==> config.mk <==
export PLATFORM = sky130hd
export DESIGN_NAME = riscv_inst_prefetch
export DESIGN_NICKNAME = d
export VERILOG_FILES = /design/src/rtl/riscv_inst_prefetch.sv
export SDC_FILE = /design/constraint.sdc
export NUM_CORES = 1
export LEC_CHECK = 0
export ABC_AREA = 1
export BUFFER_PORTS_ARGS = -buffer_cell sky130_fd_sc_hd__buf_2
export CORE_ASPECT_RATIO = 0.5
export CORE_MARGIN = 4
export CORE_UTILIZATION = 30
export DETAILED_ROUTE_END_ITERATION = 8
export HOLD_SLACK_MARGIN = 0.03
export PLACE_DENSITY = 0.52
export SLEW_MARGIN = 20
export SYNTH_ARGS = -nofsm -noshare
export SYNTH_HDL_FRONTEND = slang
export SYNTH_SLANG_ARGS = --single-unit
export TNS_END_PERCENT = 10
==> constraint.sdc <==
create_clock -name clk -period 8.6 [get_ports clk]
set_input_delay 0.43 -clock clk [delete_from_list [all_inputs] [get_ports clk]]
set_output_delay 0.43 -clock clk [all_outputs]
set_load 0.01 [all_outputs]
==> src/rtl/riscv_inst_prefetch.sv <==
// Instruction prefetch queue between the instruction memory port and decode.
// Issues sequential word fetches to a pipelined in-order memory (req/gnt/rvalid),
// buffers up to DEPTH returned words tagged with their PC, and on a redirect
// flushes the queue and discards responses that are still in flight.
module riscv_inst_prefetch #(
  parameter int unsigned DEPTH    = 4,
  parameter logic [31:0] RESET_PC = 32'h0
) (
  input  logic        clk,
  input  logic        rst,
  input  logic        redirect_i,
  input  logic [31:0] redirect_pc_i,
  output logic [31:0] inst_o,
  output logic [31:0] inst_pc_o,
  output logic        inst_valid_o,
  input  logic        inst_ready_i,
  output logic        mem_req_o,
  output logic [31:0] mem_addr_o,
  input  logic        mem_gnt_i,
  input  logic        mem_rvalid_i,
  input  logic [31:0] mem_rdata_i
);

  localparam int unsigned CW = $clog2(DEPTH + 1);
  localparam int unsigned AW = $clog2(DEPTH);
  localparam logic [CW:0] DEPTH_W = (CW + 1)'(DEPTH);

  logic [31:0]   fetch_pc;
  logic [31:0]   resp_pc;
  logic [CW-1:0] count;
  logic [CW-1:0] outstanding;
  logic [CW-1:0] drop;
  logic [AW-1:0] rd_ptr;
  logic [AW-1:0] wr_ptr;
  logic [31:0]   inst_mem [DEPTH];
  logic [31:0]   pc_mem   [DEPTH];

  logic [31:0]   redirect_word;
  logic [CW:0]   in_use;
  logic          grant;
  logic          rsp_ok;
  logic          push;
  logic          pop;

  assign redirect_word = redirect_pc_i & ~32'h3;
  assign in_use        = {1'b0, count} + {1'b0, outstanding};

  // A fetch may only be issued while every slot it could land in is free.
  assign mem_req_o    = !rst && !redirect_i && (in_use < DEPTH_W);
  assign mem_addr_o   = fetch_pc;
  assign grant        = mem_req_o && mem_gnt_i;

  // An rvalid with nothing outstanding is a protocol error and is ignored.
  assign rsp_ok       = mem_rvalid_i && (outstanding != '0);
  assign push         = rsp_ok && (drop == '0) && !redirect_i;

  assign inst_valid_o = (count != '0);
  assign pop          = inst_valid_o && inst_ready_i && !redirect_i;
  assign inst_o       = inst_mem[rd_ptr];
  assign inst_pc_o    = pc_mem[rd_ptr];

  // Fetch address: restart on redirect, advance one word per accepted request.
  always_ff @(posedge clk or posedge rst) begin
    if (rst) begin
      fetch_pc <= RESET_PC;
    end else if (redirect_i) begin
      fetch_pc <= redirect_word;
    end else if (grant) begin
      fetch_pc <= fetch_pc + 32'd4;
    end
  end

  // PC tag for the next kept response: follows the redirect target.
  always_ff @(posedge clk or posedge rst) begin
    if (rst) begin
      resp_pc <= RESET_PC;
    end else if (redirect_i) begin
      resp_pc <= redirect_word;
    end else if (push) begin
      resp_pc <= resp_pc + 32'd4;
    end
  end

  // Track requests in flight and how many of them belong to an abandoned stream.
  always_ff @(posedge clk or posedge rst) begin
    if (rst) begin
      outstanding <= '0;
      drop        <= '0;
    end else begin
      case ({grant, rsp_ok})
        2'b10:   outstanding <= outstanding + CW'(1);
        2'b01:   outstanding <= outstanding - CW'(1);
        default: outstanding <= outstanding;
      endcase
      // drop is always a subset of outstanding, so on a redirect every response
      // still in flight (less one returning now) becomes stale.
      if (redirect_i) begin
        drop <= outstanding - CW'(rsp_ok);
      end else if (rsp_ok && (drop != '0)) begin
        drop <= drop - CW'(1);
      end
    end
  end

  // Queue occupancy and pointers; a redirect empties the queue and cancels push/pop.
  always_ff @(posedge clk or posedge rst) begin
    if (rst) begin
      count  <= '0;
      rd_ptr <= '0;
      wr_ptr <= '0;
    end else if (redirect_i) begin
      count  <= '0;
      rd_ptr <= wr_ptr;
    end else begin
      if (push) begin
        wr_ptr <= wr_ptr + AW'(1);
      end
      if (pop) begin
        rd_ptr <= rd_ptr + AW'(1);
      end
      case ({push, pop})
        2'b10:   count <= count + CW'(1);
        2'b01:   count <= count - CW'(1);
        default: count <= count;
      endcase
    end
  end

  // Registered queue storage: instruction word and its PC.
  always_ff @(posedge clk or posedge rst) begin
    if (rst) begin
      for (int unsigned i = 0; i < DEPTH; i++) begin
        inst_mem[i] <= '0;
        pc_mem[i]   <= '0;
      end
    end else if (push) begin
      inst_mem[wr_ptr] <= mem_rdata_i;
      pc_mem[wr_ptr]   <= resp_pc;
    end
  end

endmodule

==> key figures, run 1 <==
Detailed routing
  – Via/cell ratio: 4.76
  – DRT Pass-1 Iters: 6
  – Met3 wire length: 1970 um
  – DR WL/cell: 16.6 um
  – Met2 WL: 21500 um
  – Met1 wire length: 21700 um
  – Detailed router's first-iteration violation count: 970
  – Uppermost layer routed: met4
  – Remaining antenna violation count: 0
  – Remaining DRCs: 0
  – WL final: 45900 um
  – Vias: 13200

STA
  – Final setup viols: 0
  – Worst Max-Slew Pin Slew: 1.02 ns
  – Hold WS: 0.161 ns
  – Setup tns final: 0 ns
  – Final worst setup slack: 4.88 ns
  – Clock Skew: 0.0284 ns
  – Max-slew headroom: 0.323
  – Final period utilization: 0.432
  – Minimum clock period: 3.72 ns
  – Fin. Hold Viols: 0
  – RSZ-0062 raised after global routing: no
  – Fmax: 0.269 GHz
  – Slew Viols, Final: 0

Synth
  – Warnings from Yosys: 0
  – Syn_area_per_cell: 8.14 sq um
  – Synth Register Bits: 321
  – Gate Count Post-Synth: 1939
  – Netlist Area Pre-Place: 15800 sq um
  – Sequential-to-total area share from yosys stat: 0.509
  – Synth unique cells: 43

GRT
  – Largest net degree at the start of global routing: 170
  – Antenna violations before repair: 0
  – Total grt overflow: 0
  – First-pass GRT wire length: 73400 um
  – Vias in the first global route: 12800
  – Gr usage total: 0.161

Final layout
  – Synth-to-layout area growth: 14.1%
  – Finished Core Util: 0.346
  – Diodes inserted: 0
  – Layout Nets: 2123
  – Fill cell count: 5633
  – Commonest non-fill, non-tap cell in the layout: nand2_1
  – Layout cells sized above 1: 0.130
  – Fin area: 18000 sq um
  – Most frequent cells in the layout: 505 x nand2_1, 319 x dfrtp_1, 233 x o21ai_1

Clock network
  – Max Buffers Root-to-Sink: 3
  – # resized after CTS: 0
  – Hold buffers post-CTS: 0
  – Clk sinks: 321
  – Clk slew on worst S/H paths: 0.06 ns
  – Clock latency on the worst-skew pair: 0.53 ns
  – Post-CTS Setup Inserts: 0
  – CTS tree: built
  – Clock root cell: clkbuf_16
  – Num CTS Buffers: 34
  – H-tree Lvls: 2

Floorplan
  – Die Ht: 170 um
  – Die area: 56600 sq um
  – Rows: 59
  – CORE AREA: 52000 sq um
  – Io pins: 168
  – Die W: 332 um
  – Initial Utilization: 0.304

Place
  – Port bufs: 161
  – DP Wirelength: 28900 um
  – Post-DP Area: 16900 sq um
  – GPL Wtd Cong: 0.833
  – Place WS: 5.37 ns

Worst setup path
  – Worst path required time: 8.17 ns
  – Setup CP Type: reg -> out
  – Slowest cell delay on critical path: 0.70 ns
  – Critical Path AT: 3.29 ns
  – Critical Path End Type: output pin
  – Slowest stage cell, crit path: dfrtp_4
  – Crit-path max FO: 64
  – Crit start category: register
  – Critical path, cell by cell: inv_4 -> buf_4 -> o21ai_0 -> o22ai_1 -> buf_2

Pwr
  – PD cells: 339 nW/um^2
  – P_leak: 0.00850 uW
  – VDD IR max: 0.123 mV

Run
  – Max cap viols: 0

Status
  – Status: finished, final reports clean

Min path
  – Hold crit path type: in -> async
cells by family (layout without fill, tap and decap cells):
logic type | Yosys count | in the layout | synth area share
AND/OR/NAND/NOR | 815 | 815 | 0.211
AO/OA/AOI/OAI | 521 | 521 | 0.177
flip-flops | 321 | 321 | 0.509
buffers and inverters | 241 | 359 | 0.0761
XOR/XNOR | 25 | 25 | 0.0139
adder cells (fa/ha/maj) | 15 | 15 | 0.0128
other | 1 | 4 | 0.000238
worst max-delay path: cells and delay by family (launching register included):
family	cells	cell delay, ns
compound gates	2	0.51
flops	1	0.70
buf+inv	3	1.47
stage by stage:
stage | total power (uW) | cells
floorplan | 3860 | 1942
global placement | 4630 | 2703
detailed placement | 4670 | 2703
CTS | 6210 | 2761
global route | 6610 | 2761
finish | 6100 | 2761
cell type report:
cell class                 instances  area (sq um)  area share
tap                              701           877      0.0487
sequential                       321          8040       0.446
clock buffer                      52          1080      0.0600
inverter                         128           492      0.0273
multi-input combinational       1380          6560       0.364
clock inverter                     6          38.8     0.00215
timing repair buffer             173           921      0.0512
path summary, 6_finish.rpt:
| path | end | slack [ns] | from | cells after the start |
|---|---|---|---|---|
| max in group asynchronous | inst_mem[40]$_DFFE_PP0P_ | 7.04 | rst | 4 |
| max | inst_pc_o[16] | 4.88 | rd_ptr[0]$_DFFE_PP0P_ | 5 |
| min reg2reg | inst_mem[93]$_DFFE_PP0P_ | 0.48 | inst_mem[93]$_DFFE_PP0P_ | 2 |
| min in group clk | mem_addr_o[2]$_DFFE_PP0P_ | 0.18 | redirect_pc_i[2] | 3 |
| max reg2reg | inst_mem[9]$_DFFE_PP0P_ | 5.90 | drop[0]$_DFFE_PP0P_ | 10 |
| min | pc_mem[20]$_DFFE_PP0P_ | 0.16 | rst | 3 |
report_power, final:
part           switching, uW  total, uW  internal (uW)
Combinational           1390       2200            816
Sequential               361       2390           2030
Clock                    636       1500            865
layer usage:
| layer | global-route usage | vias up |
|---|---|---|
| li1 | - | 6598 |
| met3 | 0.0305 | 44 |
| met4 | 0.0320 | 0 |
| met1 | 0.220 | 6276 |
| met2 | 0.270 | 238 |
| met5 | 0 | - |
synthesized netlist by cell type (all sizes together):
cell | n | area, sq um
a22oi | 2 | 15.0
a21oi | 19 | 95.1
nand3 | 65 | 348
a31oi | 4 | 25.0
o221ai | 2 | 17.5
clkinv | 2 | 7.51
nand3b | 3 | 22.5
buf | 67 | 543
nand4 | 7 | 58.8
a2bb2oi | 1 | 8.76
xnor2 | 7 | 61.3
o211ai | 17 | 128
o31ai | 1 | 7.51
dfrtp | 321 | 8030
nor3 | 13 | 70.1
clkbuf | 46 | 173
nor2 | 214 | 857
fa | 2 | 40.0
o22ai | 62 | 388
conb | 1 | 3.75
o21bai | 2 | 15.0
inv | 126 | 478
nand2 | 513 | 1980
o21ai | 410 | 2080
xor2 | 18 | 158
ha | 13 | 163
o21a | 1 | 7.51
sequential cells by signal, indices dropped and copies added, names as in the netlist:
| name | cells |
|---|---|
| drop | 3 |
| mem_addr_o | 30 |
| rd_ptr | 2 |
| pc_mem | 120 |
| wr_ptr | 2 |
| outstanding | 3 |
| count | 3 |
| resp_pc | 30 |
| inst_mem | 128 |
Power figures use the tool's default switching activity.
==> run 2, diff against run 1 <==
--- a/config.mk
+++ b/config.mk
@@ -12,7 +12,7 @@
 export CORE_UTILIZATION = 30
 export DETAILED_ROUTE_END_ITERATION = 8
 export HOLD_SLACK_MARGIN = 0.03
-export PLACE_DENSITY = 0.52
+export PLACE_DENSITY = 0.5
 export SLEW_MARGIN = 20
 export SYNTH_ARGS = -nofsm -noshare
 export SYNTH_HDL_FRONTEND = slang
==> constraint.sdc (replaced) <==
create_clock -name clk -period 3.7 [get_ports clk]
set_input_delay 0.185 -clock clk [delete_from_list [all_inputs] [get_ports clk]]
set_output_delay 0.185 -clock clk [all_outputs]
set_load 0.01 [all_outputs]
==> key figures, run 2 (synthesis results as in run 1) <==
Status
  – Status: finished, final reports clean

Detailed routing
  – Remaining antenna violation count: 0
  – Detailed router's first-iteration violation count: 1028
  – WL final: 46400 um
  – Via/cell ratio: 4.74
  – Vias: 13400
  – DR WL/cell: 16.4 um
  – Remaining DRCs: 0
  – DRT Pass-1 Iters: 5

Clock network
  – CTS tree: built
  – Clk slew on worst S/H paths: 0.07 ns
  – Clock root cell: clkbuf_16
  – Post-CTS Setup Inserts: 0
  – Clock latency on the worst-skew pair: 0.53 ns
  – Clk sinks: 321
  – # resized after CTS: 0
  – Hold buffers post-CTS: 60
  – Max Buffers Root-to-Sink: 3
  – H-tree Lvls: 2
  – Num CTS Buffers: 35

Final layout
  – Fill cell count: 5512
  – Commonest non-fill, non-tap cell in the layout: nand2_1
  – Multi-input gate area: 6560 sq um
  – Layout Nets: 2189
  – Finished Core Util: 0.360
  – Largest Register: inst_mem
  – Max reg flops: 128
  – Synth-to-layout area growth: 18.6%
  – Register area: 8040 sq um
  – Diodes inserted: 0
  – Layout cells sized above 1: 0.127
  – Largest regs: inst_mem x128, pc_mem x120
  – Most frequent cells in the layout: 505 x nand2_1, 319 x dfrtp_1, 233 x o21ai_1

Pwr
  – PD cells: 766 nW/um^2
  – VDD IR max: 0.257 mV
  – P_leak: 0.00880 uW

STA
  – Clock Skew: 0.0197 ns
  – Fin. Hold Viols: 0
  – Max-slew headroom: 0.343
  – Final worst setup slack: 0.940 ns
  – Fmax: 0.362 GHz
  – Final setup viols: 0
  – Minimum clock period: 2.76 ns
  – Setup tns final: 0 ns
  – Final period utilization: 0.746
  – Worst Max-Slew Pin Slew: 0.985 ns
  – RSZ-0062 raised after global routing: no
  – Slew Viols, Final: 0

Floorplan
  – Io pins: 168
  – Rows: 59
  – CORE AREA: 52000 sq um
  – Die Ht: 170 um
  – Initial Utilization: 0.304
  – Die area: 56600 sq um
  – Die W: 332 um

Worst setup path
  – Worst r2r path cells: 10
  – Crit start category: register
  – Crit-path max FO: 61
  – Worst path required time: 3.51 ns
  – Worst reg2reg setup slack: 1.08 ns
  – Reg2reg start: drop[0]$_DFFE_PP0P_
  – Critical Path AT: 2.57 ns
  – RR Endpoint: pc_mem[39]$_DFFE_PP0P_
  – Critical Path End Type: output pin
  – Setup CP Type: reg -> out

Min path
  – Worst hold stages: 3
  – Hold_sp: redirect_pc_i[8]
  – Hold crit path type: in -> reg
  – Hold endpoint: mem_addr_o[8]$_DFFE_PP0P_

GRT
  – Antenna violations before repair: 0
  – Largest net degree at the start of global routing: 141
  – Total grt overflow: 0
  – Vias in the first global route: 13300
  – Gr usage total: 0.163
  – First-pass GRT wire length: 74500 um

Run
  – Max cap viols: 0

Place
  – DP Wirelength: 29500 um
  – GPL Wtd Cong: 0.849
  – Place WS: 1.07 ns
  – Port bufs: 161
[run 2: cell count changes in the layout (fill, tap and decap cells not counted), moves of 2 or more]
cell,delta
buf_12,+4
bufinv_16,+2
clkbuf_1,+5
clkbuf_8,-9
clkinv_4,+3
dlygate4sd3_1,+60
[run 2: critical path, cell delays in order (launching register included)]
cell	delay, ns
dfrtp_4	0.65
inv_4	0.38
buf_12	0.33
o21ai_0	0.12
o22ai_1	0.30
buf_2	0.20
[run 2: per-stage QoR]
step           cell area [sq um]  hold slack, ns  cells  total power, uW
2_1_floorplan              15800           0.315   1942             8980
3_3_place_gp               17000           0.463   2708            10800
3_5_place_dp               17000           0.468   2708            10900
4_1_cts                    18700          0.0315   2830            14600
5_1_grt                    18700          0.0570   2830            15500
6_report                   18700          0.0422   2830            14300
[run 2: how the worst max path moves through the flow]
stage,startpoint,end
2_1_floorplan,rst,outstanding[2]$_DFFE_PP0P_
3_3_place_gp,drop[0]$_DFFE_PP0P_,inst_mem[37]$_DFFE_PP0P_
3_5_place_dp,drop[0]$_DFFE_PP0P_,pc_mem[40]$_DFFE_PP0P_
4_1_cts,rd_ptr[0]$_DFFE_PP0P_,inst_pc_o[16]
5_1_grt,rd_ptr[0]$_DFFE_PP0P_,inst_pc_o[19]
6_report,rd_ptr[0]$_DFFE_PP0P_,inst_pc_o[16]
[run 2: area by class of cell]
class                           count  area share
Clock buffer                       49      0.0534
Clock inverter                     13     0.00795
Inverter                          128      0.0263
Multi-Input combinational cell   1380       0.350
Sequential cell                   321       0.429
Tap cell                          701      0.0468
Timing Repair Buffer              238      0.0859
[run 2: routing by layer]
| layer | track usage | wire length, um | vias to the layer above |
|---|---|---|---|
| li1 | - | - | 6729 |
| met1 | 0.227 | 22500 | 6405 |
| met2 | 0.272 | 21400 | 211 |
| met3 | 0.0255 | 1750 | 59 |
| met4 | 0.0343 | 776 | 0 |
| met5 | 0 | 0 | - |
[run 2: report_power, final]
part	internal [uW]	switching [uW]
registers	4730	794
logic	1980	3280
clock network	2050	1510
==> run 3, diff against run 2 <==
--- a/config.mk
+++ b/config.mk
@@ -5,7 +5,7 @@
 export SDC_FILE = /design/constraint.sdc
 export NUM_CORES = 1
 export LEC_CHECK = 0
-export ABC_AREA = 1
+export ABC_AREA = 0
 export BUFFER_PORTS_ARGS = -buffer_cell sky130_fd_sc_hd__buf_2
 export CORE_ASPECT_RATIO = 0.5
 export CORE_MARGIN = 4
==> constraint.sdc (replaced) <==
create_clock -name clk -period 2.7 [get_ports clk]
set_input_delay 0.135 -clock clk [delete_from_list [all_inputs] [get_ports clk]]
set_output_delay 0.135 -clock clk [all_outputs]
set_load 0.01 [all_outputs]
==> key figures, run 3 <==
Final layout
  – Most frequent cells in the layout: 319 x dfrtp_1, 230 x mux2_2, 161 x buf_2
  – Final Instance Count excl. Fillers: 1976
  – Largest regs: inst_mem x128, pc_mem x120
  – Largest Register: inst_mem
  – Register area: 8040 sq um
  – Layout cells sized above 1: 0.430
  – Fill cell count: 4681
  – Multi-input gate area: 6500 sq um
  – Layout Nets: 1385
  – Synth-to-layout area growth: 23.2%
  – Max reg flops: 128
  – Commonest non-fill, non-tap cell in the layout: dfrtp_1
  – Finished Core Util: 0.378

Detailed routing
  – DR WL/cell: 19.8 um
  – Remaining DRCs: 0
  – Vias: 9647
  – Detailed router's first-iteration violation count: 445
  – DRT Pass-1 Iters: 5
  – Remaining antenna violation count: 0
  – WL final: 39200 um
  – Via/cell ratio: 4.88

Floorplan
  – Die Ht: 166 um
  – CORE AREA: 49100 sq um
  – Io pins: 168
  – Die W: 325 um
  – Initial Utilization: 0.307
  – Rows: 57
  – Die area: 54100 sq um

GRT
  – Largest net degree at the start of global routing: 141
  – First-pass GRT wire length: 62300 um
  – Gr usage total: 0.145
  – Total grt overflow: 0
  – Vias in the first global route: 10800
  – Antenna violations before repair: 0

Worst setup path
  – Crit start category: register
  – Setup CP Type: reg -> out
  – Worst reg2reg setup slack: 0.32 ns
  – Worst path required time: 2.57 ns
  – Critical Path End Type: output pin
  – Critical Path AT: 2.26 ns
  – Crit-path max FO: 20

Pwr
  – VDD IR max: 0.420 mV
  – P_leak: 0.00836 uW
  – PD cells: 1020 nW/um^2

Synth
  – Warnings from Yosys: 0
  – Synth unique cells: 51
  – Netlist Area Pre-Place: 15100 sq um
  – Syn_area_per_cell: 14.1 sq um
  – Number of flops mapped to enable cells by yosys: 0
  – Gate Count Post-Synth: 1068
  – Ys flop type: dfrtp_1
  – Area leader, netlist: dfrtp_1
  – Ys async rst share: 1.00
  – Sequential-to-total area share from yosys stat: 0.533
  – Synth top cells by count: 321 x dfrtp_1, 230 x mux2_2, 62 x mux4_2
  – Synth Register Bits: 321
  – Area contributors post-synth: dfrtp_1 53%, mux2_2 17%, mux4_2 9.3%
  – Count leader, synth: dfrtp_1
  – Share of the synthesized area in the top cell type: 0.533

STA
  – Max-slew headroom: 0.464
  – RSZ-0062 raised after global routing: no
  – Final setup viols: 0
  – Final period utilization: 0.886
  – Worst Max-Slew Pin Slew: 0.804 ns
  – Fin. Hold Viols: 0
  – Fmax: 0.418 GHz
  – Slew Viols, Final: 0
  – Clock Skew: 0.0129 ns
  – Final worst setup slack: 0.309 ns
  – Minimum clock period: 2.39 ns

Place
  – GPL Wtd Cong: 0.805
  – Port bufs: 161
  – DP Cell Count: 1849
  – DP Wirelength: 26600 um
  – Place WS: 0.0909 ns

Clock network
  – Clock latency on the worst-skew pair: 0.52 ns
  – Num CTS Buffers: 36
  – Max Buffers Root-to-Sink: 3
  – Clk slew on worst S/H paths: 0.06 ns
  – H-tree Lvls: 2
  – Clk sinks: 321
  – Clock root cell: clkbuf_16
  – CTS tree: built

Min path
  – Hold crit path type: in -> reg

Run
  – Max cap viols: 0

Status
  – Status: finished, final reports clean
run 3: metrics by stage:
step,instance area [sq um],power [uW],TNS [ns],hold slack [ns]
floorplan,15100,11700,-675.66,0.264
global placement,16700,13700,0,0.387
detailed placement,16700,14000,0,0.400
CTS,18600,19300,0,0.0639
global route,18600,20100,0,0.0833
finish,18600,18900,0,0.0807
run 3: what timing repair did:
| action | CTS | global route |
|---|---|---|
| endpoints found under the hold margin | 210 | 0 |
| endpoints found under the setup margin | 0 | 9 |
| gates resized for setup | 0 | 1 |
| setup buffers | 0 | 0 |
| hold buffers | 62 | 0 |
run 3: cell families (layout without fill, tap and decap cells):
family,Yosys count,count (layout),synth area share
muxes,323,323,0.288
DFF,321,321,0.533
and+or+nand+nor,188,188,0.0661
buffers and inverters,92,347,0.0380
AOI/OAI and AO/OA,80,80,0.0336
xor gates and xnor gates,48,48,0.0279
adders and majority gates,15,15,0.0135
other,1,5,0.000249
run 3: power breakdown:
| group | switching, uW | internal [uW] |
|---|---|---|
| clock network | 1970 | 3100 |
| logic | 2660 | 3420 |
| registers | 1150 | 6580 |
run 3: area by class of cell:
| cell class | instances | area share |
|---|---|---|
| clock inverters | 14 | 0.00998 |
| inverters | 24 | 0.00506 |
| well taps | 649 | 0.0438 |
| diodes | 1 | 0.000135 |
| flip-flops and latches | 321 | 0.433 |
| repair buffers | 259 | 0.102 |
| multi-input cells | 658 | 0.350 |
| clock buffers | 50 | 0.0563 |
run 3: critical path, cell delays in order, from the launching register on:
cell	delay [ns]
dfrtp_4	0.73
buf_12	0.26
mux4_2	0.54
buf_2	0.16
run 3: path summary, 6_finish.rpt:
kind	from	endpoint	cells after the start
worst max-delay path	rd_ptr[0]$_DFFE_PP0P_	inst_pc_o[12]	3
worst min-delay path	redirect_pc_i[13]	mem_addr_o[13]$_DFFE_PP0P_	3
worst max register to register	outstanding[2]$_DFFE_PP0P_	mem_addr_o[17]$_DFFE_PP0P_	7
worst min register to register	pc_mem[68]$_DFFE_PP0P_	pc_mem[68]$_DFFE_PP0P_	1
max in group asynchronous	rst	mem_addr_o[18]$_DFFE_PP0P_	5
min in group asynchronous	rst	inst_mem[119]$_DFFE_PP0P_	4
run 3: routing by layer:
layer / up-vias / GRT usage / wire length (um)
met4: 0 / 0.0402 / 848
met1: 5079 / 0.179 / 16700
met2: 144 / 0.262 / 20400
met5: - / 0 / 0
li1: 4366 / - / -
met3: 58 / 0.0261 / 1320
